<file path="config.mk">
export PLATFORM = sky130hd
export DESIGN_NAME = ldm_stm_sequencer
export DESIGN_NICKNAME = d
export VERILOG_FILES = /design/src/rtl/ldm_stm_sequencer.sv
export SDC_FILE = /design/constraint.sdc
export NUM_CORES = 1
export LEC_CHECK = 0
export CAP_MARGIN = 20
export CELL_PAD_IN_SITES_DETAIL_PLACEMENT = 0
export CELL_PAD_IN_SITES_GLOBAL_PLACEMENT = 1
export CORE_UTILIZATION = 38
export CTS_BUF_LIST = sky130_fd_sc_hd__clkbuf_16
export DETAILED_ROUTE_END_ITERATION = 7
export PLACE_DENSITY = 0.78
export SYNTH_ARGS = -nofsm -noshare
export SYNTH_HDL_FRONTEND = slang
export SYNTH_SLANG_ARGS = --single-unit
export TNS_END_PERCENT = 30
</file>
<file path="constraint.sdc">
create_clock -name clk -period 10.36 [get_ports clk]
set_clock_uncertainty 0.1 [all_clocks]
set_input_delay 2.072 -clock clk [delete_from_list [all_inputs] [get_ports clk]]
set_output_delay 2.072 -clock clk [all_outputs]
set_load 0.02 [all_outputs]
</file>
<file path="src/rtl/ldm_stm_sequencer.sv">
// ldm_stm_sequencer: sequences ARM LDM/STM block transfers, one register per memory beat.
// Optional macro LDM_PC_LOAD_EN adds the pc_loaded output.
`default_nettype none

module ldm_stm_sequencer #(
    parameter int ADDR_W     = 32,
    parameter int WORD_BYTES = 4
) (
    input  logic              clk,
    input  logic              rst,
    input  logic              start,
    input  logic              is_load,
    input  logic              up,
    input  logic              pre,
    input  logic              writeback,
    input  logic [3:0]        base_reg,
    input  logic [15:0]       reg_list,
    input  logic [ADDR_W-1:0] base_addr,
    output logic              busy,
    output logic              done,
    output logic              mem_req,
    output logic              mem_we,
    output logic [ADDR_W-1:0] mem_addr,
    input  logic              mem_ready,
    input  logic [31:0]       mem_rdata,
    output logic [3:0]        src_reg,
    output logic              wb_en,
    output logic [3:0]        wb_dest,
    output logic [31:0]       wb_value
`ifdef LDM_PC_LOAD_EN
    ,
    output logic              pc_loaded
`endif
);

    localparam logic [1:0] S_IDLE    = 2'd0;
    localparam logic [1:0] S_XFER    = 2'd1;
    localparam logic [1:0] S_BASE_WB = 2'd2;
    localparam logic [1:0] S_DONE    = 2'd3;

    localparam logic [ADDR_W-1:0] C_STEP = ADDR_W'(WORD_BYTES);

    logic [1:0]        r_state;
    logic              r_is_load;
    logic              r_do_wb;
    logic [3:0]        r_base_reg;
    logic [15:0]       r_list;
    logic [ADDR_W-1:0] r_cur_addr;
    logic [ADDR_W-1:0] r_final_base;

    logic [4:0]        w_count;
    logic [ADDR_W-1:0] w_span;
    logic [ADDR_W-1:0] w_start_addr;
    logic [ADDR_W-1:0] w_final_base;
    logic [3:0]        w_low;
    logic              w_last;
    logic              w_xfer;

    always_comb begin
        w_count = 5'd0;
        for (int i = 0; i < 16; i++) begin
            w_count = w_count + 5'(reg_list[i]);
        end
    end

    assign w_span = ADDR_W'(w_count) * C_STEP;

    // Every mode walks upward from the lowest address; only the start point differs.
    always_comb begin
        w_start_addr = base_addr;
        case ({up, pre})
            2'b10:   w_start_addr = base_addr;
            2'b11:   w_start_addr = base_addr + C_STEP;
            2'b00:   w_start_addr = base_addr - w_span + C_STEP;
            default: w_start_addr = base_addr - w_span;
        endcase
    end

    assign w_final_base = up ? (base_addr + w_span) : (base_addr - w_span);

    always_comb begin
        w_low = 4'd0;
        for (int i = 15; i >= 0; i--) begin
            if (r_list[i]) w_low = 4'(i);
        end
    end

    assign w_last = (r_list & (r_list - 16'd1)) == 16'd0;
    assign w_xfer = (r_state == S_XFER);

    always_ff @(posedge clk) begin
        if (rst) begin
            r_state      <= S_IDLE;
            r_is_load    <= 1'b0;
            r_do_wb      <= 1'b0;
            r_base_reg   <= 4'd0;
            r_list       <= 16'd0;
            r_cur_addr   <= '0;
            r_final_base <= '0;
        end else begin
            case (r_state)
                S_IDLE: begin
                    if (start) begin
                        r_is_load    <= is_load;
                        r_base_reg   <= base_reg;
                        r_list       <= reg_list;
                        r_cur_addr   <= w_start_addr;
                        r_final_base <= w_final_base;
                        // A loaded base value takes precedence over the write-back.
                        r_do_wb      <= writeback && !(is_load && reg_list[base_reg]);
                        r_state      <= (w_count == 5'd0) ? S_DONE : S_XFER;
                    end
                end
                S_XFER: begin
                    if (mem_ready) begin
                        r_list     <= r_list & (r_list - 16'd1);
                        r_cur_addr <= r_cur_addr + C_STEP;
                        if (w_last) r_state <= r_do_wb ? S_BASE_WB : S_DONE;
                    end
                end
                S_BASE_WB: r_state <= S_DONE;
                default:   r_state <= S_IDLE;
            endcase
        end
    end

    assign busy     = w_xfer || (r_state == S_BASE_WB);
    assign done     = (r_state == S_DONE);
    assign mem_req  = w_xfer;
    assign mem_we   = w_xfer && !r_is_load;
    assign mem_addr = w_xfer ? r_cur_addr : '0;
    assign src_reg  = w_xfer ? w_low : 4'd0;

    always_comb begin
        wb_en    = 1'b0;
        wb_dest  = 4'd0;
        wb_value = 32'd0;
        if (w_xfer && r_is_load && mem_ready) begin
            wb_en    = 1'b1;
            wb_dest  = w_low;
            wb_value = mem_rdata;
        end else if (r_state == S_BASE_WB) begin
            wb_en    = 1'b1;
            wb_dest  = r_base_reg;
            wb_value = 32'(r_final_base);
        end
    end

`ifdef LDM_PC_LOAD_EN
    logic r_pc_load;

    always_ff @(posedge clk) begin
        if (rst) begin
            r_pc_load <= 1'b0;
        end else if (r_state == S_IDLE && start) begin
            r_pc_load <= is_load && reg_list[15];
        end
    end

    assign pc_loaded = done && r_pc_load;
`endif

endmodule

`default_nettype wire

</file>
# == Word level (Yosys, flattened, before mapping) ==
# Index checks and enable logic that the tools add are counted.
# totals
ram_bits,0
regBits,88
latchBits,0
inputBits,92
n_memories,0
romBits,0
output_inout_bits,77
# classes
n_shift,0
eq_ne,8
n_lt_le_gt_ge,1
mul,0
muxes,40
n_div,0
n_reduce_logical,16
bitwise_logic,1
n_addsub,21
# op_table
op,n
$mux W32,6
$add A32 B3 Y32 const B,3
$pmux W32 S3,1
$mux W4,19
$pmux W32 S2,1
$add A5 B1 Y5,11
$add A32 B7 Y32,1
$mux W16,2
$pmux W16 S2,1
$sub A32 B7 Y32,1
$and A16 B16 Y16,1
$logic_not A16 Y1,1
$sub A16 B1 Y16 const B,1
$eq A2 B2 Y1 const B,4
$mux W2,4
$ne A2 B2 Y1 const B,3
$pmux W2 S3,1
$reduce_and A3 Y1,2
$add A4 B1 Y5,1
$logic_and A1 B1 Y1,5
$logic_not A5 Y1,1
$lt A4 B5 Y1 const B,1
$add A3 B1 Y4,1
$bmux W1 S4,1
9 further kinds,14

# == Longest topological paths before layout ==
# Gate-level depths: netlist of run 1.
# logic_depth
ltp_word,20
depth_mapped,26

# == Worst setup path before layout of run 1 ==
# No wires, ideal clock.
# synth_path
kind,input-to-reg
start,in reg_list[0]
end,reg r_cur_addr[22]
required_ps,10157
path_stages,23
arrival_time_ps,8492
slack_ps,1664
cell_sequence,inv_1 fa_1 fa_1 fa_1 fa_1 inv_1 ha_1 a21o_1 a21oi_1 xor2_1 inv_1 ha_1 buf_2 or4b_1 nand2_1 o31ai_1 a222oi_1 nand4_2 or4_1 buf_2 or2_1 o31a_1 a2111oi_2
# synth_via
elab_chain_cells,20
# synth_rtl
element,line,rtl
from (decl),17,"input logic [15:0] reg_list,"
$add A1 B1 Y2 (*),62,w_count = w_count + 5'(reg_list[i]);
$add A2 B1 Y3 (*),62,
$add A3 B1 Y4 (*),62,
$add A4 B1 Y5 (*),62,
$add A5 B1 Y5 (*) (11 in series),62,
$sub A32 B7 Y32 (*),"74, 75",
$add A32 B3 Y32,74,2'b00: w_start_addr = base_addr - w_span + C_STEP;
$pmux W32 S3 (*),71,"case ({up, pre})"
$mux W32 (*),103,if (start) begin
$pmux W32 S2 (*),101,case (r_state)
to (signal assigned),107,r_cur_addr <= w_start_addr;
to (signal assigned),117,r_cur_addr <= r_cur_addr + C_STEP;
to (decl),48,logic [ADDR_W-1:0] r_cur_addr;
# Mark *: on every way between the ends. The rest lies on a longest branch, timed or not. The select of a mux whose other input is x is not followed.
# A chain may end at the register's enable or synchronous reset.

# == Worst setup path after layout of run 1 ==
# Ends and elaborated chain as after synthesis.

==> impl_metrics.env, run 1 <==
export IMPL_post_route_cell_area_sq_mm=0.0114
export IMPL_die_height_microns=158
export IMPL_drv_cap=0
export IMPL_coreArea_sq_mm=0.0237
export IMPL_yosys_area_share_xor_xnor_pct=7.59
export IMPL_outcome="finished clean"
export IMPL_synth_area_leaders="dfxtp_1 19%, nand2_1 9.4%, a21oi_1 7.1%, nor2_1 4.9%, xnor2_1 4.8%"
export IMPL_globalplace_congestion=0.944
export IMPL_grt_pass1_vias=9956
export IMPL_fill_cells=2565
export IMPL_cts_sinks=88
export IMPL_cts_max_level=3
export IMPL_cts_buffers=9
export IMPL_crit_slowest_cell="or4b_1"
export IMPL_synth_fa_ha_area_share_pct=6.42
export IMPL_ys_warn_count=0
export IMPL_period_minus_slack_ns=9.19
export IMPL_drt_initial_drc_count=739
export IMPL_slowest_delay_ns=0.63
export IMPL_top_regs="r_cur_addr x32, r_final_base x32, r_list x16"
export IMPL_stdcell_count=1814
export IMPL_totalWireLength_microns=34800
export IMPL_syn_to_final_growth_pct=23.6
export IMPL_cp_required_ns=10.53
export IMPL_die_width_microns=158
export IMPL_synthCells=1393
export IMPL_avgSynthCellArea_sq_um=6.63
export IMPL_synth_top_area_share_pct=19.1
export IMPL_post_cts_buffers=0
export IMPL_cts_root_buf="clkbuf_16"
export IMPL_path_max_fanout=9
export IMPL_fmax_ghz=0.109
export IMPL_p_clk_share_pct=14.3
export IMPL_pin_count=169
export IMPL_use_met2_pct=49.4
export IMPL_placedCellCount=1798
export IMPL_p_comb_share_pct=64.1
export IMPL_dpl_instance_area_sq_mm=0.0111
export IMPL_rows=56
export IMPL_p_switching_uw=1230
export IMPL_hold_viol=0
export IMPL_p_sw_share_pct=50.2
export IMPL_avgViaCountPerCell=5.79
export IMPL_ant_nets=0
export IMPL_start_util_pct=39.0
export IMPL_cpLargestDelayFamily="adder cells"
export IMPL_track_usage_pct=28.3
export IMPL_tns_ns=0
export IMPL_period_share_pct=88.7
export IMPL_cellInternalPower_uw=1220
export IMPL_path_buf_inv=5
export IMPL_endpoint_kind="flip-flop"
export IMPL_total_power_uw=2450
export IMPL_dieArea_sq_mm=0.0249
export IMPL_yosysMostFrequentCell="nand2_1"
export IMPL_whs_ns=0.354
export IMPL_layout_drive_gt1_share_pct=4.82
export IMPL_cts_hold_buf=0
export IMPL_synth_compound_area_share_pct=24.7
export IMPL_critPathKind="primary input to flip-flop"
export IMPL_synth_common_cells="231 x nand2_1, 131 x a21oi_1, 121 x nor2_1"
export IMPL_cts_clk_slew_worst_paths_ns=0.07
export IMPL_drc=0
export IMPL_fin_nets=1619
export IMPL_yosys_most_used_dff="dfxtp_1"
export IMPL_ys_ff_latch=88
export IMPL_critPathLaunchType="primary input"
export IMPL_slew_viol_final=0
export IMPL_yosys_area_share_simple_pct=33.5
export IMPL_p_per_area_mw_per_mm2=215
export IMPL_p_seq_share_pct=21.6
export IMPL_irDropWorstVdd_uv=137
export IMPL_routedWlPerCell_microns=19.2
export IMPL_leakage_uw=0.00422
export IMPL_yosysTopAreaCell="dfxtp_1"
export IMPL_ys_async_sr_fraction_pct=0
export IMPL_grt_busiest_layer="met2"
export IMPL_grt_pass1_wl_microns=54400
export IMPL_seq_area_frac_synth_pct=19.1
export IMPL_dp_hpwl_microns=26100
export IMPL_portBuffers=168
export IMPL_met3_usage_pct=3.37
export IMPL_synth_mux_area_share_pct=1.78
export IMPL_n_antenna_cell=0
export IMPL_grt_overflow=0
export IMPL_crit_chain="clkdlybuf4s50_1, inv_1, fa_1, fa_1, fa_1, fa_1, inv_1, ha_1, a21o_1, a21oi_1, xor2_1, inv_1, ha_1, or4b_1, nand2_1, o31ai_1, a222oi_1, buf_4, nand4_2, or4_1, or2_1, o31a_1, a2111oi_2"
export IMPL_synth_top_family_by_area="simple AND/OR/NAND/NOR gates"
export IMPL_synth_nets=1522
export IMPL_synth_area_sq_mm=0.00923
export IMPL_grt_antenna_before_repair=0
export IMPL_use_met1_pct=35.2
export IMPL_cts_repair_resized=0
export IMPL_cts_tree="yes"
export IMPL_vias=10500
export IMPL_first_pass_iters=5
export IMPL_min_path_type="flip-flop to flip-flop"
export IMPL_rsz0062_at_grt="no"
export IMPL_arrival_ns=9.36
export IMPL_ys_types=78
export IMPL_crit_top_cell="fa_1"
export IMPL_worst_pin_slew_ns=1.01
export IMPL_worstSkewPairLatency_ns=0.37
export IMPL_grt_max_degree=75
export IMPL_finalSetupViolations=0
export IMPL_max_slew_margin_pct=32.3
export IMPL_synth_edf_count=0
export IMPL_clockBufferDepth=2
[metrics by stage]
step                      util, %  setup slack [ns]
final                        48.2              1.17
after global routing         48.2             0.701
after CTS                    48.2              1.16
after detailed placement     46.9             0.833
after global placement       46.9             0.946
after floorplan                 -              1.66
[final timing paths]
path	start	to	slack (ns)	cells past startpoint
min reg2reg	r_final_base[14]	r_final_base[14]	0.35	2
max reg2reg	r_list[0]	r_state[0]	6.58	10
min	r_final_base[14]	r_final_base[14]	0.35	2
max	reg_list[0]	r_cur_addr[22]	1.17	23
[layout by cell type (no fill, tap or decap), types with 5 or more instances in the layout]
master	n
a21boi_0	6
o22ai_1	17
nor2_1	121
a21o_1	12
nor3_1	44
a22oi_1	17
o211ai_1	8
o21ai_0	61
a211o_1	9
a31oi_1	15
nand2b_1	8
xnor2_1	51
and2_1	38
or3_1	16
buf_4	25
xor2_1	29
o31ai_1	10
o21bai_1	6
a21oi_1	131
dfxtp_1	88
nand3b_1	5
or2_2	12
or4_1	19
nand3_1	80
fa_1	12
mux4_2	5
clkdlybuf4s50_1	167
ha_1	24
a211oi_1	17
nor4_1	17
and3_1	17
a221oi_1	5
clkbuf_16	9
nand2_1	231
inv_1	58
nor2b_1	9
nand4_1	16
[metal layers]
| layer | share of wire (%) | up-vias |
|---|---|---|
| met4 | 3.3 | 0 |
| met3 | 4.4 | 58 |
| li1 | - | 5134 |
| met5 | 0 | - |
| met1 | 44 | 5025 |
| met2 | 48 | 287 |
[logic make-up (layout without fill, tap and decap cells)]
kind of cell,Yosys count,after routing
buffers and inverters,166,268
DFF,88,88
and+or+nand+nor,648,648
AOI/OAI and AO/OA,360,360
xor gates and xnor gates,80,80
muxes,10,10
adders and majority gates,41,41
[cell type report]
cell class	instances	area, sq um	area share (%)
multi-input combinational	1139	6860	60.1
inverter	59	221	1.94
clock inverter	7	82.6	0.724
clock buffer	9	225	1.97
tap	319	399	3.50
sequential	88	1760	15.4
timing repair buffer	193	1860	16.3
[power by group through the flow]
| stage | clock, uW | sequential, uW | combinational (uW) |
|---|---|---|---|
| 2_1_floorplan | 0 | 501 | 1090 |
| 3_3_place_gp | 0 | 534 | 1550 |
| 3_5_place_dp | 0 | 534 | 1570 |
| 4_1_cts | 355 | 527 | 1580 |
| 5_1_grt | 374 | 545 | 1750 |
| 6_report | 350 | 529 | 1570 |
[worst reg2reg max path: stages (launching register included)]
cell	delay, ns
dfxtp_1	0.39
nor4_1	0.43
buf_4	0.23
nand4_1	0.23
or4_1	0.52
maj3_1	0.37
o22a_1	0.21
nor3_1	0.30
o21ai_0	0.28
or3b_2	0.51
a21oi_1	0.13
No activity file was read; power rests on OpenSTA's default activity.
==> run 2: changes to the inputs <==
CORE_ASPECT_RATIO = 0.7   (was default)
==> impl_metrics.env, run 2 (synthesized netlist as in run 1, its figures left out) <==
export IMPL_avgViaCountPerCell=5.91
export IMPL_final_common_cell="nand2_1"
export IMPL_dp_hpwl_microns=27200
export IMPL_n_antenna_cell=0
export IMPL_fin_nets=1619
export IMPL_start_util_pct=38.9
export IMPL_leakage_uw=0.00420
export IMPL_die_width_microns=188
export IMPL_layout_drive_gt1_share_pct=4.82
export IMPL_slowest_delay_ns=0.61
export IMPL_grt_antenna_before_repair=1
export IMPL_period_minus_slack_ns=9.12
export IMPL_portBuffers=168
export IMPL_routedWlPerCell_microns=20.0
export IMPL_cts_repair_resized=0
export IMPL_grt_pass1_wl_microns=56600
export IMPL_top_regs="r_cur_addr x32, r_final_base x32, r_list x16"
export IMPL_grt_pass1_vias=9488
export IMPL_dpl_instance_area_sq_mm=0.0111
export IMPL_coreArea_sq_mm=0.0238
export IMPL_fmax_ghz=0.110
export IMPL_rsz0062_at_grt="no"
export IMPL_hold_viol=0
export IMPL_cts_buffers=9
export IMPL_slew_viol_final=0
export IMPL_min_path_type="flip-flop to flip-flop"
export IMPL_clockBufferDepth=2
export IMPL_path_buf_inv=5
export IMPL_pin_count=169
export IMPL_tns_ns=0
export IMPL_post_route_cell_area_sq_mm=0.0114
export IMPL_placement_setup_worst_slack_ns=0.924
export IMPL_period_share_pct=88.0
export IMPL_vias=10700
export IMPL_outcome="finished clean"
export IMPL_crit_top_cell="fa_1"
export IMPL_track_usage_pct=29.0
export IMPL_arrival_ns=9.29
export IMPL_crit_slowest_cell="or4_1"
export IMPL_ant_nets=0
export IMPL_cts_root_buf="clkbuf_16"
export IMPL_p_per_area_mw_per_mm2=219
export IMPL_dieArea_sq_mm=0.0249
export IMPL_final_cell_mix="231 x nand2_1, 167 x clkdlybuf4s50_1, 131 x a21oi_1"
export IMPL_critPathKind="primary input to flip-flop"
export IMPL_totalWireLength_microns=36300
export IMPL_crit_chain="clkdlybuf4s50_1, inv_1, fa_1, fa_1, fa_1, fa_1, inv_1, ha_1, inv_1, fa_1, xnor2_1, ha_1, nor2b_1, a2111oi_2, buf_4, nor3_1, xnor2_1, or3_1, or4_1, or2_1, o31a_1, a2111oi_2"
export IMPL_syn_to_final_growth_pct=23.5
export IMPL_path_max_fanout=8
export IMPL_worstSkewPairLatency_ns=0.38
export IMPL_irDropWorstVdd_uv=131
export IMPL_finalSetupViolations=0
export IMPL_cp_required_ns=10.53
export IMPL_cts_tree="yes"
export IMPL_grt_max_degree=82
export IMPL_drt_initial_drc_count=1293
export IMPL_die_height_microns=132
export IMPL_first_pass_iters=6
export IMPL_globalplace_congestion=0.919
export IMPL_cts_hold_buf=0
export IMPL_max_slew_margin_pct=20.6
export IMPL_cts_sinks=88
export IMPL_cts_clk_slew_worst_paths_ns=0.08
export IMPL_worst_pin_slew_ns=1.18
export IMPL_cpLargestDelayFamily="adder cells"
export IMPL_rows=47
export IMPL_post_cts_buffers=0
export IMPL_drc=0
export IMPL_drv_cap=0
export IMPL_critPathLaunchType="primary input"
export IMPL_setup_ws_ns=1.24
export IMPL_grt_overflow=0
export IMPL_cts_max_level=3
export IMPL_endpoint_kind="flip-flop"
run 2: metal layers:
metal  track usage [%]  part of all wire [%]
met1              44.9                    49
met2              38.7                    38
met3              6.74                    10
met4              8.74                   2.1
met5                 0                 0.052
run 2: power breakdown:
part / internal [uW] / switching, uW / leakage (uW)
Clock: 171 / 179 / 0.000140
Combinational: 593 / 1020 / 0.00334
Sequential: 431 / 99.6 / 0.000723
run 2: path summary, 6_finish.rpt:
| kind | start | slack (ns) | end | cells past startpoint |
|---|---|---|---|---|
| worst min register to register | r_final_base[10] | 0.36 | r_final_base[10] | 2 |
| worst max-delay path | reg_list[1] | 1.24 | r_cur_addr[22] | 22 |
| worst min-delay path | r_final_base[10] | 0.36 | r_final_base[10] | 2 |
| worst max register to register | r_list[0] | 6.78 | r_state[0] | 10 |
run 2: area by class of cell:
type / count / area, sq um
fillers: 2471 / 12400
multi-input cells: 1139 / 6860
well taps: 318 / 398
clock inverters: 7 / 73.8
repair buffers: 193 / 1860
flip-flops and latches: 88 / 1760
clock buffers: 9 / 225
inverters: 59 / 221
run 2: worst register-to-register path, delay by kind of cell (launching register included):
kind	cells	cell delay (ns)
AOI/OAI and AO/OA	3	0.58
adders and majority gates	1	0.37
buffers and inverters	1	0.21
DFF	1	0.38
and+or+nand+nor	5	1.88
run 2: per-stage QoR:
step	power [uW]	hold slack, ns	utilization (%)	std cells
after floorplan	1590	0.329	-	1393
after global placement	2110	0.340	46.7	1797
after detailed placement	2120	0.344	46.7	1797
after CTS	2470	0.356	48.0	1813
after global routing	2680	0.376	48.0	1813
final	2500	0.356	48.0	1813
==> run 3: changes to the inputs <==
SLEW_MARGIN = 10   (was default)
==> results of run 3 <==
Final layout, timing and power as in run 2 (identical DEF).
